--- config.mk ---
export PLATFORM = sky130hd
export DESIGN_NAME = gnn_result_collector
export DESIGN_NICKNAME = d
export VERILOG_FILES = /design/src/rtl/gnn_result_collector.sv
export SDC_FILE = /design/constraint.sdc
export NUM_CORES = 1
export LEC_CHECK = 0
export ABC_CLOCK_PERIOD_IN_PS = 10800
export CORE_MARGIN = 4
export CORE_UTILIZATION = 45
export DETAILED_ROUTE_END_ITERATION = 8
export PLACE_DENSITY = 0.72
export SKIP_CTS_REPAIR_TIMING = 1
export SLEW_MARGIN = 40
export SYNTH_ARGS = -nofsm -noshare
export SYNTH_HDL_FRONTEND = slang
export SYNTH_SLANG_ARGS = --single-unit
--- constraint.sdc ---
create_clock -name clk -period 10.8 [get_ports clk]
set_clock_uncertainty 0.15 [all_clocks]
set_input_delay 2.16 -clock clk [delete_from_list [all_inputs] [get_ports clk]]
set_output_delay 2.16 -clock clk [all_outputs]
set_load 0.05 [all_outputs]
--- src/rtl/gnn_result_collector.sv ---
// Collects the eight GNN output logits into a capture bank, swaps full frames into an emit bank,
// and streams one {node, logit0, logit1, argmax} record per node over valid/ready.
module gnn_result_collector #(
    parameter int DATA_WIDTH      = 21,
    parameter int FRAME_CNT_WIDTH = 8
) (
    input  logic                         clk,
    input  logic                         rst,
    input  logic signed [DATA_WIDTH-1:0] out0_node0,
    input  logic signed [DATA_WIDTH-1:0] out0_node1,
    input  logic signed [DATA_WIDTH-1:0] out0_node2,
    input  logic signed [DATA_WIDTH-1:0] out0_node3,
    input  logic signed [DATA_WIDTH-1:0] out1_node0,
    input  logic signed [DATA_WIDTH-1:0] out1_node1,
    input  logic signed [DATA_WIDTH-1:0] out1_node2,
    input  logic signed [DATA_WIDTH-1:0] out1_node3,
    input  logic                         out10_ready_node0,
    input  logic                         out10_ready_node1,
    input  logic                         out10_ready_node2,
    input  logic                         out10_ready_node3,
    input  logic                         out11_ready_node0,
    input  logic                         out11_ready_node1,
    input  logic                         out11_ready_node2,
    input  logic                         out11_ready_node3,
    output logic                         res_valid,
    input  logic                         res_ready,
    output logic [1:0]                   res_node,
    output logic signed [DATA_WIDTH-1:0] res_out0,
    output logic signed [DATA_WIDTH-1:0] res_out1,
    output logic                         res_class,
    output logic                         frame_done,
    output logic [FRAME_CNT_WIDTH-1:0]   frame_count,
    output logic                         overrun
);

    typedef enum logic {S_IDLE, S_SEND} state_t;

    // Slot 2*node + logit
    logic signed [DATA_WIDTH-1:0] w_in_dat [8];
    logic [7:0]                   w_flag;

    logic signed [DATA_WIDTH-1:0] r_cap_dat [8];
    logic signed [DATA_WIDTH-1:0] r_emt_dat [8];
    logic [7:0]                   r_cap_vld;

    state_t                       r_state;
    state_t                       w_state_nxt;

    logic                         w_cap_full;
    logic                         w_hs;
    logic                         w_last_hs;
    logic                         w_swap;
    logic                         w_load;
    logic [1:0]                   w_node_inc;
    logic [1:0]                   w_node_nxt;
    logic signed [DATA_WIDTH-1:0] w_src_o0;
    logic signed [DATA_WIDTH-1:0] w_src_o1;

    assign w_in_dat[0] = out0_node0;
    assign w_in_dat[1] = out1_node0;
    assign w_in_dat[2] = out0_node1;
    assign w_in_dat[3] = out1_node1;
    assign w_in_dat[4] = out0_node2;
    assign w_in_dat[5] = out1_node2;
    assign w_in_dat[6] = out0_node3;
    assign w_in_dat[7] = out1_node3;

    assign w_flag = {out11_ready_node3, out10_ready_node3,
                     out11_ready_node2, out10_ready_node2,
                     out11_ready_node1, out10_ready_node1,
                     out11_ready_node0, out10_ready_node0};

    assign res_valid  = (r_state == S_SEND);
    assign w_cap_full = &r_cap_vld;
    assign w_hs       = res_valid && res_ready;
    assign w_last_hs  = w_hs && (res_node == 2'd3);
    // A full bank moves to emit as soon as the emitter is idle or finishing its last record
    assign w_swap     = w_cap_full && ((r_state == S_IDLE) || w_last_hs);
    assign w_node_inc = res_node + 2'd1;

    always_ff @(posedge clk) begin
        if (rst) r_state <= S_IDLE;
        else     r_state <= w_state_nxt;
    end

    always_comb begin
        w_state_nxt = r_state;
        case (r_state)
            S_IDLE:  if (w_swap) w_state_nxt = S_SEND;
            S_SEND:  if (w_last_hs && !w_swap) w_state_nxt = S_IDLE;
            default: w_state_nxt = S_IDLE;
        endcase
    end

    // On a swap the first record comes straight from the bank being handed over
    always_comb begin
        w_load     = 1'b0;
        w_node_nxt = res_node;
        w_src_o0   = r_emt_dat[0];
        w_src_o1   = r_emt_dat[1];
        if (w_swap) begin
            w_load     = 1'b1;
            w_node_nxt = 2'd0;
            w_src_o0   = r_cap_dat[0];
            w_src_o1   = r_cap_dat[1];
        end else if (w_hs && !w_last_hs) begin
            w_load     = 1'b1;
            w_node_nxt = w_node_inc;
            w_src_o0   = r_emt_dat[{w_node_inc, 1'b0}];
            w_src_o1   = r_emt_dat[{w_node_inc, 1'b1}];
        end
    end

    always_ff @(posedge clk) begin
        if (rst) begin
            res_node    <= 2'd0;
            res_out0    <= '0;
            res_out1    <= '0;
            res_class   <= 1'b0;
            frame_done  <= 1'b0;
            frame_count <= '0;
            overrun     <= 1'b0;
            r_cap_vld   <= '0;
        end else begin
            frame_done <= w_last_hs;
            if (w_last_hs)
                frame_count <= frame_count + 1'b1;
            if (|(w_flag & r_cap_vld))
                overrun <= 1'b1;
            if (w_load) begin
                res_node  <= w_node_nxt;
                res_out0  <= w_src_o0;
                res_out1  <= w_src_o1;
                res_class <= (w_src_o1 > w_src_o0);
            end
            if (w_swap) r_cap_vld <= '0;
            else        r_cap_vld <= r_cap_vld | w_flag;
        end
    end

    // Filled slots are write-protected, so flags in the swap cycle never corrupt the outgoing bank
    always_ff @(posedge clk) begin
        for (int i = 0; i < 8; i++) begin
            if (w_flag[i] && !r_cap_vld[i])
                r_cap_dat[i] <= w_in_dat[i];
        end
        if (w_swap)
            r_emt_dat <= r_cap_dat;
    end

endmodule

======== Word level (Yosys, flattened, before mapping) ========
Index checks and enable logic that the tools add are counted.
word-level totals
  bits in read-only memories .............. 0
  bits in latches ......................... 0
  output and inout bits ................... 56
  logic and storage cells ................. 82
  input port bits ......................... 179
  memory bits (writable) .................. 0
  memories kept ........................... 0
  register bits ........................... 400
operators by class
  $add $sub $neg .......................... 2
  divide/modulo/power cells ............... 0
  bitwise logic cells ..................... 5
  equal/unequal tests ..................... 1
  magnitude comparators ................... 3
  $mul .................................... 0
  reductions and logical operators ........ 29
  shift operators ......................... 0
  mux-type cells .......................... 17
operators by type and width
  kind                   number
  $mux W21               8
  $bmux W21 S3           2
  $gt A21 B21 Y1         1
  $logic_and A1 B1 Y1    13
  $logic_not A1 Y1       10
  $add A8 B1 Y8 const B  1
  $and A8 B8 Y8          1
  $ge A4 B4 Y1 const B   2
  $not A3 Y4             2
  $or A8 B8 Y8           1
  $reduce_and A8 Y1      1
  $reduce_or A8 Y1       1
  $mux W1                4
  $mux W2                2
  $add A2 B1 Y2 const B  1
  $eq A2 B2 Y1 const B   1
  $pmux W1 S2            1
  $reduce_and A2 Y1      1
  $reduce_bool A2 Y1     1
  $reduce_or A2 Y1       1
  $logic_or A1 B1 Y1     1
  $not A1 Y1             1

======== Depth between registers and ports, before layout ========
Gate-level depths: netlist of the first run.
  word-level depth ........................ 8
  depth in mapped cells ................... 15
  depth with buffers taken out ............ 13

======== Worst setup path before layout of the first run ========
Ideal clock, no wire load.
  path kind ............................... input to register
  start ................................... input res_ready
  end ..................................... register res_class
  data required time ...................... 10.522 ns
  setup time .............................. 0.128 ns
  setup slack ............................. 5.214 ns
  arrival time ............................ 5.308 ns
  path buffers ............................ 2
  stages .................................. 13
  path through ............................ nand2_1 -> nand2_1 -> nand2_2 -> inv_2 -> buf_6 -> buf_4 -> a21oi_1 -> ha_1 -> nand4_1 -> nor4bb_1 -> o31ai_1 -> o2111ai_1 -> o211ai_2
between the ends
  elaborated cells between the ends (all ways) .. 13
  those cells by class .................... 1 x order compare; 6 x mux; 6 x reduce/logical
RTL lines
  element                 RTL line  source
  start: declaration      26        input logic res_ready,
  $logic_and A1 B1 Y1 *   75        assign w_hs = res_valid && res_ready;
  $logic_and A1 B1 Y1 *   76        assign w_last_hs = w_hs && (res_node == 2'd3);
  $logic_or A1 B1 Y1 *    78        assign w_swap = w_cap_full && ((r_state == S_IDLE) || w_last_hs);
  $logic_and A1 B1 Y1 *   78
  via w_swap              52        logic w_swap;
  $mux W21                101       if (w_swap) begin
  $gt A21 B21 Y1          134       res_class <= (w_src_o1 > w_src_o0);
  end signal: assignment  134
  end: declaration        30        output logic res_class,
Mark *: on every way through the listed nets, which the timed path passes. The rest lies on a longest branch.
A chain may end at the register's enable or synchronous reset.

======== Final worst setup path of the first run ========
  start ................................... input res_ready
  end ..................................... register res_class
between the ends
  cells in the longest elaborated chain, start to end .. 7
  elaborated cells between the ends (all ways) .. 13
  those cells by class .................... 1 x order compare; 6 x mux; 6 x reduce/logical
RTL lines
  element                RTL line  source
  $logic_and A1 B1 Y1 *  75
  $logic_and A1 B1 Y1    76
  $logic_not A1 Y1       106       end else if (w_hs && !w_last_hs) begin
  $logic_and A1 B1 Y1    106
  $mux W21               106
  $mux W21 *             101
  via w_src_o1[11]       57        logic signed [DATA_WIDTH-1:0] w_src_o1;
  $gt A21 B21 Y1 *       134
Marked as above.

==> metrics list, run 1 <==
- The number of antenna diodes in the final layout is 0.
- The clock passes through at most 3 buffers.
* Dpl ws: 3730 ps
* Vias after detailed routing: 8767
- Post-DP HPWL: 23700 µm
- The final layout contains 1382 nets.
- Post-route fraction of the period consumed by the critical path: 57.5%
- Before antenna repair, the detailed router went through 4 iterations.
* Synthesized instance count: 943
- Counting distinct cell types in the post-synthesis netlist gives 54.
* CP Class: in2reg
- A synthesized cell averages 16.1 µm².
- Summed over all layers, the routed wires come to 34900 µm.
- The number of pins exceeding their max-slew limit in the final report was 0.
* Final global-route overflow total: 0
* Vert. Die Dim: 192 µm
- Initial DRC Count: 572
- The share of the Yosys chip area taken by registers is 74.8%.
- For this design, the sink count on the clock tree is 400.
* Wire length of the first global-routing pass: 51500 µm
* Type of origin of the critical path: input pin
* Clock transition time at the flip-flop clock pins of the worst setup and hold paths: 60 ps
- The congestion estimate from routability-driven global placement came to 0.837.
- Setup violations remaining at the end of the flow were counted as 0.
- Counting flops with an async set or reset pin after synthesis yields a share of 0%.
* Result of the run: finished, final reports clean
- For the worst setup path, the data required time is 11040 ps.
- Input and output buffers added on the ports amount to 234.
- Static timing analysis puts the maximum clock frequency at 161 MHz.
- Average detailed-routed wire length per instance: 21.0 µm
- DRC viols: 0
* Maximum net fanout on the critical path: 160
- After detailed routing, the number of vias per cell comes to 5.28.
- Endpoint type of the worst setup path: flip-flop
* Final TNS setup: 0 ps
- Worst endpoint data arrival time: 6450 ps
- The number of global-route vias before repair is 9011.
* H-tree levels: 2
- Max-Slew Margin vs Limit: 41.6%
- In this run the worst hold path is classified as reg2reg.
- Layout overhead on the synthesized area: 26.5%
- Width of the die: 192 µm
- Detail Route Antenna Nets: 0
- When the netlist entered floorplanning its net count stood at 1145.
- Ranked by total cell area, the synthesized netlist is headed by sky130_fd_sc_hd__edfxtp_1, sky130_fd_sc_hd__dfxtp_1, sky130_fd_sc_hd__a211oi_2.
* Core ar.: 33400 µm²
* Effective utilization at floorplan: 45.5%
* Cell chosen for the clock root: sky130_fd_sc_hd__clkbuf_16
- Pin count of the biggest net entering global routing: 161
- Maxcap violations: 0
- Flip-flop and latch count after synthesis: 400
- The die covers 36800 µm².
* Final critical-path required period: 6210 ps
- For the worst-skew pair, the clock arrives at the later sink with an insertion delay of 530 ps.
- For the pin with the worst max-slew slack, the measured transition is 876 ps.
- The hold violation count in the final report was 0.
- In this run the core area contains 67 standard-cell rows.
- After layout, the worst setup slack is 4590 ps.
- Hold timing on the final database bottoms out at a slack of 261 ps.
* Unrepaired setup endpoints after global routing: false
- Num CTS Buffers: 41
- In this run the static leakage power is 0.00633 µW.
- sky130_fd_sc_hd__edfxtp_1 takes more of the synthesized area than any other cell.
- sky130_fd_sc_hd__edfxtp_1 is the most common cell in the netlist.
* Post-Synthesis Cell Area: 15200 µm²
* Maximum VDD drop: 0.123 mV
- Once placement finished, the instance area stood at 18000 µm².
- The top cell type by area accounts for 66.4% of the synthesized area.
- The finished cells cover 19200 µm².
- In the synthesized netlist, the cells that appear most often are sky130_fd_sc_hd__edfxtp_1, sky130_fd_sc_hd__nor2_1, sky130_fd_sc_hd__dfxtp_1, sky130_fd_sc_hd__a21oi_1, sky130_fd_sc_hd__a211oi_2.
* Number of antenna violations at the first check in global routing: 1
- Yosys mapped a number of flops with a built-in enable equal to 336.
- Global routing used 18.5% of the available tracks.
* Total power divided by cell area: 163 nW/µm²
- The Yosys step of the flow raised 0 warnings.
- In the final layout, the share of cells above drive strength 1 is 13.2%.
- TritonCTS built the clock tree.
* Most frequently used flop master after synthesis: sky130_fd_sc_hd__edfxtp_1
- Num ports: 235
[layout by cell type, fill, tap and decap left out, drive strengths merged, types with 21 or more instances in the layout]
master,instances
o21a,24
nor2,70
o22ai,21
clkdlybuf4s50,233
a31o,21
a211oi,43
mux2,27
ha,23
a21oi,47
o211ai,22
inv,35
dfxtp,64
edfxtp,336
clkbuf,53
nand2,37
[stage by stage]
| step | std cells | total power [µW] | util [%] |
|---|---|---|---|
| global placement | 1585 | 1870 | 53.7 |
| CTS | 1660 | 3170 | 57.5 |
| finish | 1660 | 3140 | 57.5 |
| detailed placement | 1585 | 1870 | 53.8 |
| global route | 1660 | 3250 | 57.5 |
| floorplan | 943 | 1780 | - |
[cell families after synthesis]
| family | synth area share (%) |
|---|---|
| adder cells (fa/ha/maj) | 1.89 |
| flip-flops | 74.8 |
| multiplexers | 3.05 |
| AND/OR/NAND/NOR | 4.16 |
| XOR/XNOR | 0.461 |
| AO/OA/AOI/OAI | 12.9 |
| buffers and inverters | 2.76 |
[flip-flops by register name, summed over array words and instances, names as in the netlist]
signal and flops:
res_valid 1, res_out1 21, overrun 1, res_out0 21
res_class 1, r_cap_dat 168, frame_count 8, r_cap_vld 8
frame_done 1, res_node 2, r_emt_dat 168
[report_power, final]
part	total [µW]	switching, µW	internal [µW]	leakage, µW
Combinational	106	42.9	63.4	0.00209
Clock	1300	557	742	0.000613
Sequential	1730	15.5	1720	0.00363
Total	3140	616	2520	0.00633
[worst max-delay path, cell delays in order]
cell and delay [ps]:
sky130_fd_sc_hd__clkdlybuf4s50_1 600, sky130_fd_sc_hd__nand2_1 110, sky130_fd_sc_hd__nand2_1 130, sky130_fd_sc_hd__nand2_4 280
sky130_fd_sc_hd__inv_12 570, sky130_fd_sc_hd__buf_6 620, sky130_fd_sc_hd__a221o_1 230, sky130_fd_sc_hd__o21a_1 130
sky130_fd_sc_hd__ha_1 150, sky130_fd_sc_hd__and4_1 200, sky130_fd_sc_hd__nor4bb_1 510, sky130_fd_sc_hd__o31ai_1 190
sky130_fd_sc_hd__o2111ai_1 170, sky130_fd_sc_hd__o211ai_2 130
[area by class of cell]
cell class              instances  area (µm²)
fillers                      2588       14200
flip-flops and latches        400       11400
multi-input cells             456        3480
repair buffers                248        2450
clock buffers                  53        1090
well taps                     448         561
clock inverters                22         159
inverters                      33         136
[worst paths after layout]
| kind | start | endpoint | slack [ps] | depth (start not counted) |
|---|---|---|---|---|
| min | r_cap_dat[2]$_DFFE_PP_ | r_emt_dat[2]$_DFFE_PP_ | 260 | 0 |
| max | res_ready | res_class$_SDFFE_PP0P_ | 4590 | 14 |
| max reg2reg | r_cap_vld[5]$_SDFF_PP0_ | res_class$_SDFFE_PP0P_ | 6140 | 13 |
| min reg2reg | r_cap_dat[2]$_DFFE_PP_ | r_emt_dat[2]$_DFFE_PP_ | 260 | 0 |
[layer usage]
layer,up-vias,global-route usage (%),part of all wire [%]
met5,-,0,0.037
met3,50,4.33,6.3
met4,2,5.30,2.4
met1,4292,24.6,42
li1,4165,-,-
met2,258,30.7,49
Note: power is estimated with default switching activity, not from simulation.
==> run 2: changes to the inputs <==
ABC_CLOCK_PERIOD_IN_PS = 5600   (was 10800)
PLACE_DENSITY = 0.74   (was 0.72)
clock period = 5.6 ns   (was 10.8 ns; I/O delays follow)
==> run 2 against run 1 <==
  * Core utilization increased by 0.65 points
  * Design area up 1.1%
  * Non-clock buffer count up 12
  * Critical endpoint unchanged
  * Global-route usage grew 0.20 points
==> metrics list, run 2 (synthesis results as in run 1) <==
- Fill cell instance count of the final layout: 2507
- Maximum net fanout on the critical path: 30
* Type of origin of the critical path: input pin
- The top cell types in the final layout, fill and taps aside, are sky130_fd_sc_hd__edfxtp_1, sky130_fd_sc_hd__clkdlybuf4s50_1, sky130_fd_sc_hd__nor2_1, sky130_fd_sc_hd__dfxtp_1, sky130_fd_sc_hd__a21oi_1.
- From synthesis to final layout, the design area changed by 28.0%.
* Result of the run: finished, final reports clean
* Worst Path Buf+Inv: 1
- Setup repair after global routing left no endpoint under its margin.
- RD Place Congestion: 0.833
- Final global-route overflow total: 0
- Category of cells accounting for the largest share of critical-path delay: compound AO/OA/AOI/OAI gates
- Max frequency: 226 MHz
- CTS saw 400 sinks.
- Standard cell with the maximum stage delay on the critical path: sky130_fd_sc_hd__and3b_2
- After layout, the worst setup slack is 1180 ps.
- DRT Wirelength: 35400 µm
- Fraction of final layout cells sized beyond drive strength 1: 14.8%
* Biggest regs: r_cap_dat (168), r_emt_dat (168)
- Post-route fraction of the period consumed by the critical path: 79.0%
- Maximum clock insertion buffer count: 3
* DR vias/cell: 5.31
* Delay of the slowest critical-path stage: 640 ps
- Finished Cell Area: 19500 µm²
- Number of nets in the layout: 1395
- Counting the buffers created by CTS gives 42.
- Final critical-path required period: 4420 ps
- STA classifies the critical path endpoint as a flip-flop.
- Registers are responsible for 53.5% of the overall power.
* Maximum VDD drop: 0.257 mV
- For the worst setup path, the data required time is 5870 ps.
- Summed over all failing endpoints, the final setup total negative slack is 0 ps.
- H-tree levels: 2
- Cell Count, Final, Fillers Out: 1676
- The tightest min-delay check is of the reg2reg type.
- CP Class: in2reg
- Vert. Die Dim: 192 µm
* Effective utilization at floorplan: 45.5%
- Leaving out fill and tap cells, the most frequent cell in the layout is sky130_fd_sc_hd__edfxtp_1.
- At the pin with the least slew margin, the transition time is 830 ps.
- During I/O placement, the number of pins put on the boundary was 235.
* Area used by multi-input combinational logic: 3460 µm²
* FF+latch area: 11400 µm²
- Wire length of the first global-routing pass: 52100 µm
- After the first detailed-routing iteration, the DRC count stood at 596.
- Entering global routing, the biggest net connects 84 pins.
- The initial antenna violation count is 2.
* Worst endpoint data arrival time: 4700 ps
- In this run the standard cell core region covers 33400 µm².
- In the global route stage, overall resource usage came out at 18.7%.
- After legalization and detailed placement, the total HPWL measured 24500 µm.
- Clock transition time at the flip-flop clock pins of the worst setup and hold paths: 60 ps
- The die covers 36800 µm².
- Cell area reported after detailed placement: 18100 µm²
- For this design the static power due to leakage is 0.00645 µW.
- Setup violations remaining at the end of the flow were counted as 0.
- Net Sw Frac: 19.7%
- Vias after detailed routing: 8898
- The critical path goes through clkdlybuf4s50_1, and3b_2, o21ai_2, a221o_1, o21a_1, ha_1, and4_1, nor4bb_1, a2111oi_0, o2111ai_1, o211ai_2.
- The number of pins exceeding their max-slew limit in the final report came to 0.
- Cell chosen for the clock root: sky130_fd_sc_hd__clkbuf_16
- Dpl ws: 572 ps
- In this run, the combinational gates consume 3.3% of the power.
* Cell row count: 67
* Clock latency on the worst-skew pair: 540 ps
- Final hold slack: 264 ps
- Per report_power, the clock group accounts for 43.2% of the total.
- In this run the tightest slew margin relative to its limit is 44.7%.
- Total power divided by cell area: 321 nW/µm²
* Number of optimization iterations in the first detailed-route pass: 5
- Number of buffer cells added on primary ports: 234
- Counting tap cells, the placed design contains a total of 1597 instances.
- Switching pwr: 1230 µW
- Detail Route Antenna Nets: 0
- The number of global-route vias before repair was 9113.
* Internal power consumption: 5010 µW
- TritonCTS built the clock tree.
* Width of the die: 192 µm
* Maxcap violations: 0
- The hold violation count in the final report came to 0.
- Average detailed-routed wire length per instance: 21.1 µm
* DRC viols: 0
run 2: changes by cell type in the layout (fill, tap and decap cells not counted), sizes merged:
cell / change
buf: +12
clkbuf: -3
clkinvlp: +3
bufinv: +2
diode: +2
clkinv: +1
inv: -1
run 2: worst paths after layout:
check                           start                       end  slack [ps]  depth (start not counted)
min          r_cap_dat[110]$_DFFE_PP_  r_emt_dat[110]$_DFFE_PP_         260                          0
max                         res_ready    res_class$_SDFFE_PP0P_        1180                         11
min reg2reg  r_cap_dat[110]$_DFFE_PP_  r_emt_dat[110]$_DFFE_PP_         260                          0
max reg2reg  res_node[1]$_SDFFE_PP0P_    res_class$_SDFFE_PP0P_        1610                         12
run 2: layout make-up:
cell class              instances  area share [%]
diodes                          2          0.0257
inverters                      33           0.675
repair buffers                260            13.2
clock inverters                27            1.23
flip-flops and latches        400            58.4
clock buffers                  50            5.77
well taps                     448            2.88
multi-input cells             456            17.8
run 2: per-stage QoR:
step                      utilization, %  total power [µW]
after global routing                58.2              6450
after floorplan                        -              3430
final                               58.2              6240
after global placement              54.1              3600
after detailed placement            54.1              3610
after CTS                           58.2              6310
run 2: metal layers:
metal	global-route usage (%)	vias up	wire, µm
met1	23.2	4355	13900
met5	0	-	16
met4	5.22	2	911
met3	5.47	69	2890
met2	32.1	288	17700
li1	-	4184	-
run 2: power groups by stage:
stage	clock network [µW]	logic [µW]	registers, µW
after CTS	2760	208	3340
after detailed placement	0	206	3400
after global placement	0	202	3400
final	2700	205	3340
after global routing	2890	217	3350
after floorplan	0	38.2	3400
==> run 3: changes to the inputs <==
ABC_CLOCK_PERIOD_IN_PS = 3600   (was 5600)
clock period = 3.6 ns   (was 5.6 ns; I/O delays follow)
==> run 3 against run 2 <==
  * Total power up 57%
  * Count of clock-buffer cells in the layout up 1
  * Sequential share of layout area down 1.6 points
  * Die area unchanged
  * First-iteration DRC count up 23%
  * Hold slack better by 2.0 ps
  * Combinational power up 56%
  * Via count up 3.4%
  * Critical path type is now reg2reg
  * Critical endpoint unchanged
  * Largest cell class unchanged
==> metrics list, run 3 (synthesis results as in run 1) <==
- Result of the run: finished, final reports clean
- The initial utilization of the core area, before any placement, comes to 45.5%.
- In this run the power density over the cells is 488 nW/µm².
* Cell chosen for the clock root: sky130_fd_sc_hd__clkbuf_16
- Number of cells on the worst hold path: 0
* Total count of hold-check failures in the final report: 0
- For this design the static power due to leakage is 0.00679 µW.
- Sequential Power Share: 53.2%
- CTS tree: yes
- Measured against its own limit, the worst slew margin works out to 54.2%.
* Max-slew violations: 0
- Core ar.: 33400 µm²
- Clock transition time at the flip-flop clock pins of the worst setup and hold paths: 60 ps
* R2r startpoint: res_node[1]$_SDFFE_PP0P_
- Number of antenna violations at the first check in global routing: 3
- Num CTS Buffers: 41
* CP Class: reg2reg
- The clock net in this run drives a total of 400 sinks.
* Net Sw Frac: 19.6%
- Num ports: 235
- Initial DRC Count: 731
- Slew at the pin closest to its max-slew limit: 687 ps
- Summing over every cut layer, the via total after detailed routing is 9199.
- The first detailed-routing pass took 5 iterations.
* H-tree levels: 2
* Clk network pwr share: 43.5%
- Final setup violation count: 0
* DRT Wirelength: 36900 µm
- Final critical-path required period: 3490 ps
- Clock latency on the worst-skew pair: 540 ps
* Via count of the first global-routing pass: 9598
- The net count of the finished layout is 1453.
* Wire length of the first global-routing pass: 54900 µm
- The clock passes through at most 3 buffers.
- Combinational cells account for 3.3% of the total power.
- Width of the die: 192 µm
* HP Class: reg2reg
- In this run the remaining antenna-violating nets after routing total 0.
* Max frequency: 287 MHz
- Maximum VDD drop: 0.306 mV
* Hold wc startpoint: r_cap_dat[13]$_DFFE_PP_
- Routability-driven placement finished with a final weighted congestion of 0.861.
- Fraction of final layout cells sized beyond drive strength 1: 19.4%
- The internal portion of the total power is 7860 µW.
- In this run the tool buffered the top-level ports with 234 buffer cells.
- Die area: 36800 µm²
* Type of origin of the critical path: flip-flop
* Layout overhead on the synthesized area: 31.6%
- Summed over all layers, the global routing overflow is 0.
- Met2 Track Usage GR: 33.5%
- Entering global routing, the biggest net connects 48 pins.
* Depth of the worst register-to-register path: 13
* Most common library cell in the layout ignoring fill and taps: sky130_fd_sc_hd__edfxtp_1
* Capture point of the worst reg-to-reg path: res_class$_SDFFE_PP0P_
- Total routing usage reported by global routing: 19.7%
- The initialized floorplan defines 67 standard-cell rows.
- Average detailed-routed wire length per instance: 21.3 µm
- Of the available clock period, the critical path in the final layout requires 96.8%.
- Endpoint type of the worst setup path: flip-flop
- For met1 alone, demand over resource in global routing was 24.8%.
- Of all nets on the critical path, the largest fanout is 15.
* Worst endpoint data arrival time: 3750 ps
* Fill cell instance count of the final layout: 2504
- In this run the power spent charging and discharging nets is 1910 µW.
* DRC viols: 0
- Measured along the y axis, the die boundary spans 192 µm.
* Worst Path Required: 3870 ps
- Commonest cells after routing, fill and taps aside: sky130_fd_sc_hd__edfxtp_1, sky130_fd_sc_hd__clkdlybuf4s50_1, sky130_fd_sc_hd__buf_4, sky130_fd_sc_hd__nor2_1, sky130_fd_sc_hd__dfxtp_1
- GR met3 Demand/Resource: 4.69%
- Cell area reported after detailed placement: 18500 µm²
- Destination of the worst hold path: r_emt_dat[13]$_DFFE_PP_
- Post-DP HPWL: 26200 µm
- Finished Cell Area: 20000 µm²
- The worst register-to-register path has a setup slack of 110 ps.
- Dividing the detail-routed via count by the number of cells gives 5.31.
* Biggest regs: r_cap_dat (168), r_emt_dat (168)
- Max-cap violations in this run came to 0.
- Most Crowded Layer GR: met2
- Final hold slack: 266 ps
==> run 3: how the worst max path moves through the flow <==
stage	slack (ps)	startpoint	end	depth (start not counted)
after global routing	-6	res_node[1]$_SDFFE_PP0P_	res_class$_SDFFE_PP0P_	13
final	110	res_node[1]$_SDFFE_PP0P_	res_class$_SDFFE_PP0P_	13
after floorplan	20	res_node[1]$_SDFFE_PP0P_	res_class$_SDFFE_PP0P_	14
after detailed placement	-420	res_ready	res_class$_SDFFE_PP0P_	11
after CTS	-220	res_node[1]$_SDFFE_PP0P_	res_class$_SDFFE_PP0P_	12
after global placement	-240	res_ready	res_class$_SDFFE_PP0P_	11
==> run 3: metal layers <==
metal / vias up / part of all wire [%]
met5: - / 0.10
met4: 6 / 2.8
met3: 66 / 6.7
met2: 290 / 50
met1: 4533 / 40
li1: 4304 / -
==> run 3: power groups by stage <==
stage / registers (µW) / clock network, µW / logic, µW
2_1_floorplan: 5280 / 0 / 59.4
3_3_place_gp: 5290 / 0 / 317
3_5_place_dp: 5300 / 0 / 324
4_1_cts: 5200 / 4350 / 326
5_1_grt: 5210 / 4540 / 340
6_report: 5200 / 4250 / 320
==> run 3: worst max-delay path, cell delays in order (launching register included) <==
cell and delay, ps:
sky130_fd_sc_hd__dfxtp_2 360, sky130_fd_sc_hd__ha_4 310, sky130_fd_sc_hd__buf_4 190, sky130_fd_sc_hd__and2_1 150, sky130_fd_sc_hd__buf_4 190, sky130_fd_sc_hd__o2bb2ai_1 190, sky130_fd_sc_hd__a221o_1 350, sky130_fd_sc_hd__o21a_1 130
sky130_fd_sc_hd__ha_1 310, sky130_fd_sc_hd__nand4_1 200, sky130_fd_sc_hd__nor4bb_4 440, sky130_fd_sc_hd__o31ai_2 140, sky130_fd_sc_hd__o2111ai_1 140, sky130_fd_sc_hd__o211ai_2 110
==> run 3: per-stage QoR <==
stage / setup TNS, ps / setup WS (ps) / cells / total power (µW) / utilization [%]
floorplan: 0 / 20.1 / 943 / 5340 / -
finish: 0 / 114 / 1733 / 9770 / 59.8
global placement: -239 / -239 / 1648 / 5610 / 55.4
detailed placement: -421 / -421 / 1648 / 5620 / 55.4
global route: -6.00 / -6.00 / 1731 / 10100 / 59.8
CTS: -217 / -217 / 1723 / 9870 / 59.4
==> run 3: cell type report <==
| type | instances | area, µm² | share of cell area, % |
|---|---|---|---|
| antenna | 2 | 5.00 | 0.0250 |
| clock buffer | 51 | 1080 | 5.41 |
| clock inverter | 24 | 282 | 1.41 |
| inverter | 33 | 131 | 0.656 |
| multi-input combinational | 456 | 3530 | 17.6 |
| sequential | 400 | 11400 | 56.8 |
| tap | 448 | 561 | 2.80 |
| timing repair buffer | 319 | 3050 | 15.3 |
